**config.mk**
```make
export PLATFORM = sky130hd
export DESIGN_NAME = aes_cipher_core
export DESIGN_NICKNAME = d
export VERILOG_FILES = /design/src/rtl/aes_pkg.sv /design/src/rtl/aes_round.sv /design/src/rtl/aes_cipher_core.sv
export SDC_FILE = /design/constraint.sdc
export NUM_CORES = 2
export LEC_CHECK = 0
export ABC_CLOCK_PERIOD_IN_PS = 6200
export CAP_MARGIN = 20
export CELL_PAD_IN_SITES_DETAIL_PLACEMENT = 1
export CELL_PAD_IN_SITES_GLOBAL_PLACEMENT = 2
export CORE_AREA = 2 2 653 655
export CTS_BUF_LIST = sky130_fd_sc_hd__clkbuf_2 sky130_fd_sc_hd__clkbuf_4 sky130_fd_sc_hd__clkbuf_8
export CTS_CLUSTER_DIAMETER = 150
export CTS_CLUSTER_SIZE = 14
export DETAILED_ROUTE_END_ITERATION = 8
export DIE_AREA = 0 0 655 657
export GPL_ROUTABILITY_DRIVEN = 0
export PLACE_DENSITY_LB_ADDON = 0.1
export SLEW_MARGIN = 20
export SYNTH_ARGS = -nofsm -noshare
export SYNTH_HDL_FRONTEND = slang
export SYNTH_SLANG_ARGS = --single-unit
```
**constraint.sdc**
```tcl
create_clock -name clk -period 6.2 [get_ports clk]
set_clock_uncertainty 0.15 [all_clocks]
set_input_delay 1.24 -clock clk [delete_from_list [all_inputs] [get_ports clk]]
set_output_delay 1.24 -clock clk [all_outputs]
set_load 0.02 [all_outputs]
```
**src/rtl/aes_pkg.sv**
```systemverilog
// Shared AES-128 constants, FSM encodings and GF(2^8) helpers used by the
// cipher core and the key-schedule stage.
package aes_pkg;

  localparam int unsigned NR      = 10;
  localparam int unsigned BLOCK_W = 128;

  // Encoding is chosen so that busy and out_valid are single state bits.
  localparam logic [1:0] S_IDLE  = 2'b00;
  localparam logic [1:0] S_ROUND = 2'b01;
  localparam logic [1:0] S_DONE  = 2'b10;

  localparam logic [0:255][7:0] SBOX = {
    128'h637c777bf26b6fc53001672bfed7ab76, 128'hca82c97dfa5947f0add4a2af9ca472c0,
    128'hb7fd9326363ff7cc34a5e5f171d83115, 128'h04c723c31896059a071280e2eb27b275,
    128'h09832c1a1b6e5aa0523bd6b329e32f84, 128'h53d100ed20fcb15b6acbbe394a4c58cf,
    128'hd0efaafb434d338545f9027f503c9fa8, 128'h51a3408f929d38f5bcb6da2110fff3d2,
    128'hcd0c13ec5f974417c4a77e3d645d1973, 128'h60814fdc222a908846eeb814de5e0bdb,
    128'he0323a0a4906245cc2d3ac629195e479, 128'he7c8376d8dd54ea96c56f4ea657aae08,
    128'hba78252e1ca6b4c6e8dd741f4bbd8b8a, 128'h703eb5664803f60e613557b986c11d9e,
    128'he1f8981169d98e949b1e87e9ce5528df, 128'h8ca1890dbfe6426841992d0fb054bb16
  };

  function automatic logic [7:0] sbox(input logic [7:0] b);
    return SBOX[b];
  endfunction

  function automatic logic [7:0] xtime(input logic [7:0] b);
    return {b[6:0], 1'b0} ^ (b[7] ? 8'h1b : 8'h00);
  endfunction

endpackage

```
**src/rtl/aes_round.sv**
```systemverilog
// One combinational AES round: SubBytes, ShiftRows, optional MixColumns,
// AddRoundKey. Byte i of the block sits at [127-8i -: 8], column-major.
module aes_round
  import aes_pkg::*;
(
  input  logic [BLOCK_W-1:0] state,
  input  logic [BLOCK_W-1:0] round_key,
  input  logic               last,
  output logic [BLOCK_W-1:0] next_state
);

  logic [7:0] sb [16];
  logic [7:0] sr [16];
  logic [7:0] mc [16];

  always_comb begin
    for (int unsigned i = 0; i < 16; i++) begin
      sb[i] = sbox(state[BLOCK_W-1-8*i -: 8]);
    end
    // Row r of column c takes the byte from column (c+r) mod 4.
    for (int unsigned c = 0; c < 4; c++) begin
      for (int unsigned r = 0; r < 4; r++) begin
        sr[r+4*c] = sb[r+4*((c+r)%4)];
      end
    end
    for (int unsigned c = 0; c < 4; c++) begin
      mc[4*c]   = xtime(sr[4*c]) ^ xtime(sr[4*c+1]) ^ sr[4*c+1] ^ sr[4*c+2] ^ sr[4*c+3];
      mc[4*c+1] = sr[4*c] ^ xtime(sr[4*c+1]) ^ xtime(sr[4*c+2]) ^ sr[4*c+2] ^ sr[4*c+3];
      mc[4*c+2] = sr[4*c] ^ sr[4*c+1] ^ xtime(sr[4*c+2]) ^ xtime(sr[4*c+3]) ^ sr[4*c+3];
      mc[4*c+3] = xtime(sr[4*c]) ^ sr[4*c] ^ sr[4*c+1] ^ sr[4*c+2] ^ xtime(sr[4*c+3]);
    end
    next_state = '0;
    for (int unsigned i = 0; i < 16; i++) begin
      next_state[BLOCK_W-1-8*i -: 8] = (last ? sr[i] : mc[i]) ^ round_key[BLOCK_W-1-8*i -: 8];
    end
  end

endmodule

```
**src/rtl/aes_cipher_core.sv**
```systemverilog
// Iterative AES-128 encryption core: one round per clock, round keys taken
// from the upstream key schedule, valid/ready handshakes on both sides.
module aes_cipher_core
  import aes_pkg::*;
#(
  parameter int unsigned NR = 10
) (
  input  logic                  clk,
  input  logic                  rst,
  input  logic [127:0]          key,
  input  logic [NR*128-1:0]     round_keys,
  input  logic                  keys_valid,
  input  logic [127:0]          in_data,
  input  logic                  in_valid,
  output logic                  in_ready,
  output logic [127:0]          out_data,
  output logic                  out_valid,
  input  logic                  out_ready,
  output logic                  busy
);

  if (NR != 10) begin : g_bad_nr
    $error("aes_cipher_core supports only NR = 10 (AES-128)");
  end

  logic [1:0]         state_q;
  logic [3:0]         round_q;
  logic [BLOCK_W-1:0] data_q;
  logic [BLOCK_W-1:0] rk;
  logic [BLOCK_W-1:0] round_out;

  always_comb begin
    rk = '0;
    for (int unsigned i = 1; i <= NR; i++) begin
      if (round_q == 4'(i)) rk = round_keys[NR*BLOCK_W-1-BLOCK_W*(i-1) -: BLOCK_W];
    end
  end

  aes_round u_round (
    .state      (data_q),
    .round_key  (rk),
    .last       (round_q == 4'(NR)),
    .next_state (round_out)
  );

  assign in_ready  = (state_q == S_IDLE) && keys_valid;
  assign busy      = state_q[0];
  assign out_valid = state_q[1];
  assign out_data  = data_q;

  always_ff @(posedge clk or posedge rst) begin
    if (rst) begin
      state_q <= S_IDLE;
      round_q <= '0;
      data_q  <= '0;
    end else begin
      case (state_q)
        S_IDLE: begin
          if (in_valid && in_ready) begin
            data_q  <= in_data ^ key;
            round_q <= 4'd1;
            state_q <= S_ROUND;
          end
        end
        S_ROUND: begin
          data_q <= round_out;
          if (round_q == 4'(NR)) begin
            round_q <= '0;
            state_q <= S_DONE;
          end else begin
            round_q <= round_q + 4'd1;
          end
        end
        S_DONE: begin
          if (out_ready) state_q <= S_IDLE;
        end
        default: state_q <= S_IDLE;
      endcase
    end
  end

endmodule

```
==> key figures <==
Run status
  • Status: complete, no violations

Clock tree
  • CTS Sinks: 134
  • H-tree depth: 4
  • Post-CTS sizing: 0
  • CTS tree: done
  • Clock Tree Buf Depth: 2
  • Worst skew pair latency: 0.74 ns
  • Root Driver: clkbuf_8
  • Reg clk slew, reported paths: 0.12 ns
  • Post CTS Setup Buffer Count: 0
  • CTS Hold Bufs: 0
  • TritonCTS Buffers: 17

Synth
  • Post-Syn Nets: 12800
  • Post-synthesis instance total: 11000
  • Post-synth ARST share: 100%
  • Ys Warns: 0
  • Simple-gate share of the synthesized area: 22.4%
  • Synth area leaders: mux4_2 9.6%, xnor2_1 6.6%, o21ai_0 6.0%
  • Post-synth top area cell: mux4_2
  • Main synth FF type: dfrtp_1
  • Sequential element share of the synthesized area: 4.40%
  • Post-synth EDFFs: 0
  • Synth Area in Compound Gates: 38.2%
  • Mux contribution to synthesized area: 12.8%
  • Syn avg cell area: 6.92 um^2
  • Share of Yosys cell area claimed by the top area cell type: 9.64%
  • Largest family of logic cells by synthesized area: compound AO/OA/AOI/OAI gates
  • Post-synthesis xor/xnor area fraction: 9.77%
  • Commonest cells in the synthesized netlist: 907 x o21ai_0, 864 x a21oi_1, 836 x nand2_1
  • Unique masters post-synth: 116
  • Post-Synthesis Cell Area: 0.0761 mm^2
  • FF+latch count, synth: 134
  • Most frequent cell after synthesis: o21ai_0
  • Adder-cell share of the synthesized area: 3.76%

Worst setup path
  • Reg2Reg Depth: 12
  • Launch point of the worst reg-to-reg path: round_q[2]
  • R2R Setup Slk: 0.48 ns
  • Worst setup SP type: flip-flop
  • Critical path class: reg -> reg
  • Critical Path Sink Type: flip-flop
  • Maximum fanout along the worst path: 30
  • Worst EP arrival: 6.13 ns
  • CP required: 6.60 ns
  • Critical R2R Capture: out_data[41]

Timing
  • Max frequency: 175 MHz
  • Setup TNS: 0 ns
  • Setup-failing EPs final: 0
  • Final Cycle Share: 92.3%
  • Hold WS: 0.553 ns
  • Max-slew headroom: 11.1%
  • Slew at the pin closest to its max-slew limit: 1.33 ns
  • Final min period: 5.72 ns
  • RSZ-0062 raised after global routing: false
  • Max-slew violations: 0
  • Final-report hold violation count: 0

Floorplan
  • Ports: 1672
  • Starting density of the core: 18.0%
  • Die area: 0.430 mm^2
  • Core area: 0.423 mm^2
  • Placement Rows: 239
  • Die Wd: 655 um
  • DIE HEIGHT: 657 um

Global routing
  • Vias in the first global route: 104000
  • Initial antenna violation count: 274
  • Global-route wire length before repair: 1080000 um
  • Largest net degree at the start of global routing: 102
  • Grt ovf: 0
  • Total track usage: 37.0%

Run
  • Max_cap viols: 0

Detailed routing
  • Drt pass-1 iters: 7
  • WL per Instance: 46.7 um
  • ANT nets after route: 0
  • 1st-iter DRT viols: 16300
  • Routed Wire Length: 836000 um
  • Vias: 109000
  • DR vias/cell: 6.08
  • DRC viols: 0

Min path
  • Hold_sp: out_data[64]
  • WHS Endpoint: out_data[64]
  • Hold depth: 2
  • Worst hold path type: reg -> reg

Layout
  • Final std cells w/o fill: 17900
  • Area delta synth->final: 32.6%
  • Post-layout nets: 13800
  • Fin util: 23.9%
  • Share of cells above drive strength 1: 11.8%

Placement
  • # port buffers: 1671
  • Post-DP HPWL: 680000 um
  • Dpl cells: 17600
-- critical path: stages (launching register included) --
cell	delay [ns]
dfrtp_1	1.02
nor4bb_4	0.57
buf_12	0.26
buf_4	0.41
a22oi_1	0.24
buf_4	0.26
a41oi_1	0.97
a21oi_1	0.24
xor2_1	0.24
xnor2_1	0.17
xnor2_1	0.60
buf_4	0.22
o221ai_1	0.10
-- metrics by stage --
step / setup WS [ns] / instance area (um^2)
after CTS: 0.659 / 100000
after global routing: 0.422 / 101000
final: 0.479 / 101000
after global placement: 0.233 / 99800
after detailed placement: 0.675 / 99900
after floorplan: 1.23 / 76100
-- logic make-up after synthesis --
| group | count (synthesis) |
|---|---|
| compound gates | 4261 |
| xor+xnor | 807 |
| flops | 134 |
| simple gates | 3453 |
| mux | 555 |
| buf+inv | 1563 |
| fa+ha+maj | 229 |
-- worst max-delay path by stage --
stage | start | to | slack, ns | depth (start not counted)
3_3_place_gp | round_q[1] | out_data[36] | 0.23 | 9
5_1_grt | out_data[48] | out_data[72] | 0.42 | 14
4_1_cts | round_q[2] | out_data[41] | 0.66 | 12
3_5_place_dp | round_q[2] | out_data[41] | 0.68 | 12
2_1_floorplan | rst | out_data[0] | 1.23 | 1
6_report | round_q[2] | out_data[41] | 0.48 | 12
-- sequential cells by signal (all words and copies together), names as in the netlist --
| signal | flops |
|---|---|
| round_q | 4 |
| state_q | 2 |
| out_data | 128 |
-- cells in the final DEF, fill, tap and decap left out, types with 61 or more instances in the layout --
cell / instances
clkdlybuf4s50_1: 1671
nand2b_1: 319
a221o_1: 72
diode_2: 233
a211oi_1: 216
xnor2_1: 570
nor2b_1: 305
a211o_1: 61
o31ai_1: 98
buf_4: 594
or3_1: 70
and2_1: 83
a311oi_1: 137
a22oi_1: 252
mux4_2: 326
a31oi_1: 237
o211ai_1: 208
nor3b_1: 78
o221ai_1: 93
a22o_1: 76
o311ai_0: 130
inv_1: 181
nand3_1: 275
o21ai_0: 888
ha_1: 227
mux2_2: 95
nand2_1: 831
or2_2: 101
nor3_1: 337
xor2_1: 206
dfrtp_1: 76
a21o_1: 61
a21oi_1: 862
a221oi_1: 148
mux2i_1: 131
nor2_1: 778
o22ai_1: 90
-- metal layers --
| layer | wire length, um | GRT usage, % | vias up | share of wire [%] |
|---|---|---|---|---|
| li1 | - | - | 44000 | - |
| met1 | 332000 | 46.5 | 56200 | 40 |
| met2 | 349000 | 53.4 | 7147 | 42 |
| met3 | 86700 | 11.4 | 1301 | 10 |
| met4 | 67400 | 25.8 | 116 | 8.1 |
| met5 | 733 | 0 | - | 0.088 |
-- area by class of cell --
| cell class | instances | area (um^2) |
|---|---|---|
| timing repair buffer | 2303 | 21900 |
| multi-input combinational | 9305 | 66700 |
| antenna | 233 | 583 |
| clock buffer | 19 | 249 |
| tap | 5663 | 7090 |
| fill | 51100 | 322000 |
| clock inverter | 13 | 145 |
| inverter | 228 | 863 |
| sequential | 134 | 3500 |
Power is left out: the tool's default activity adds up to more than one toggle a clock period on the data nets, which glitch-free logic cannot reach.
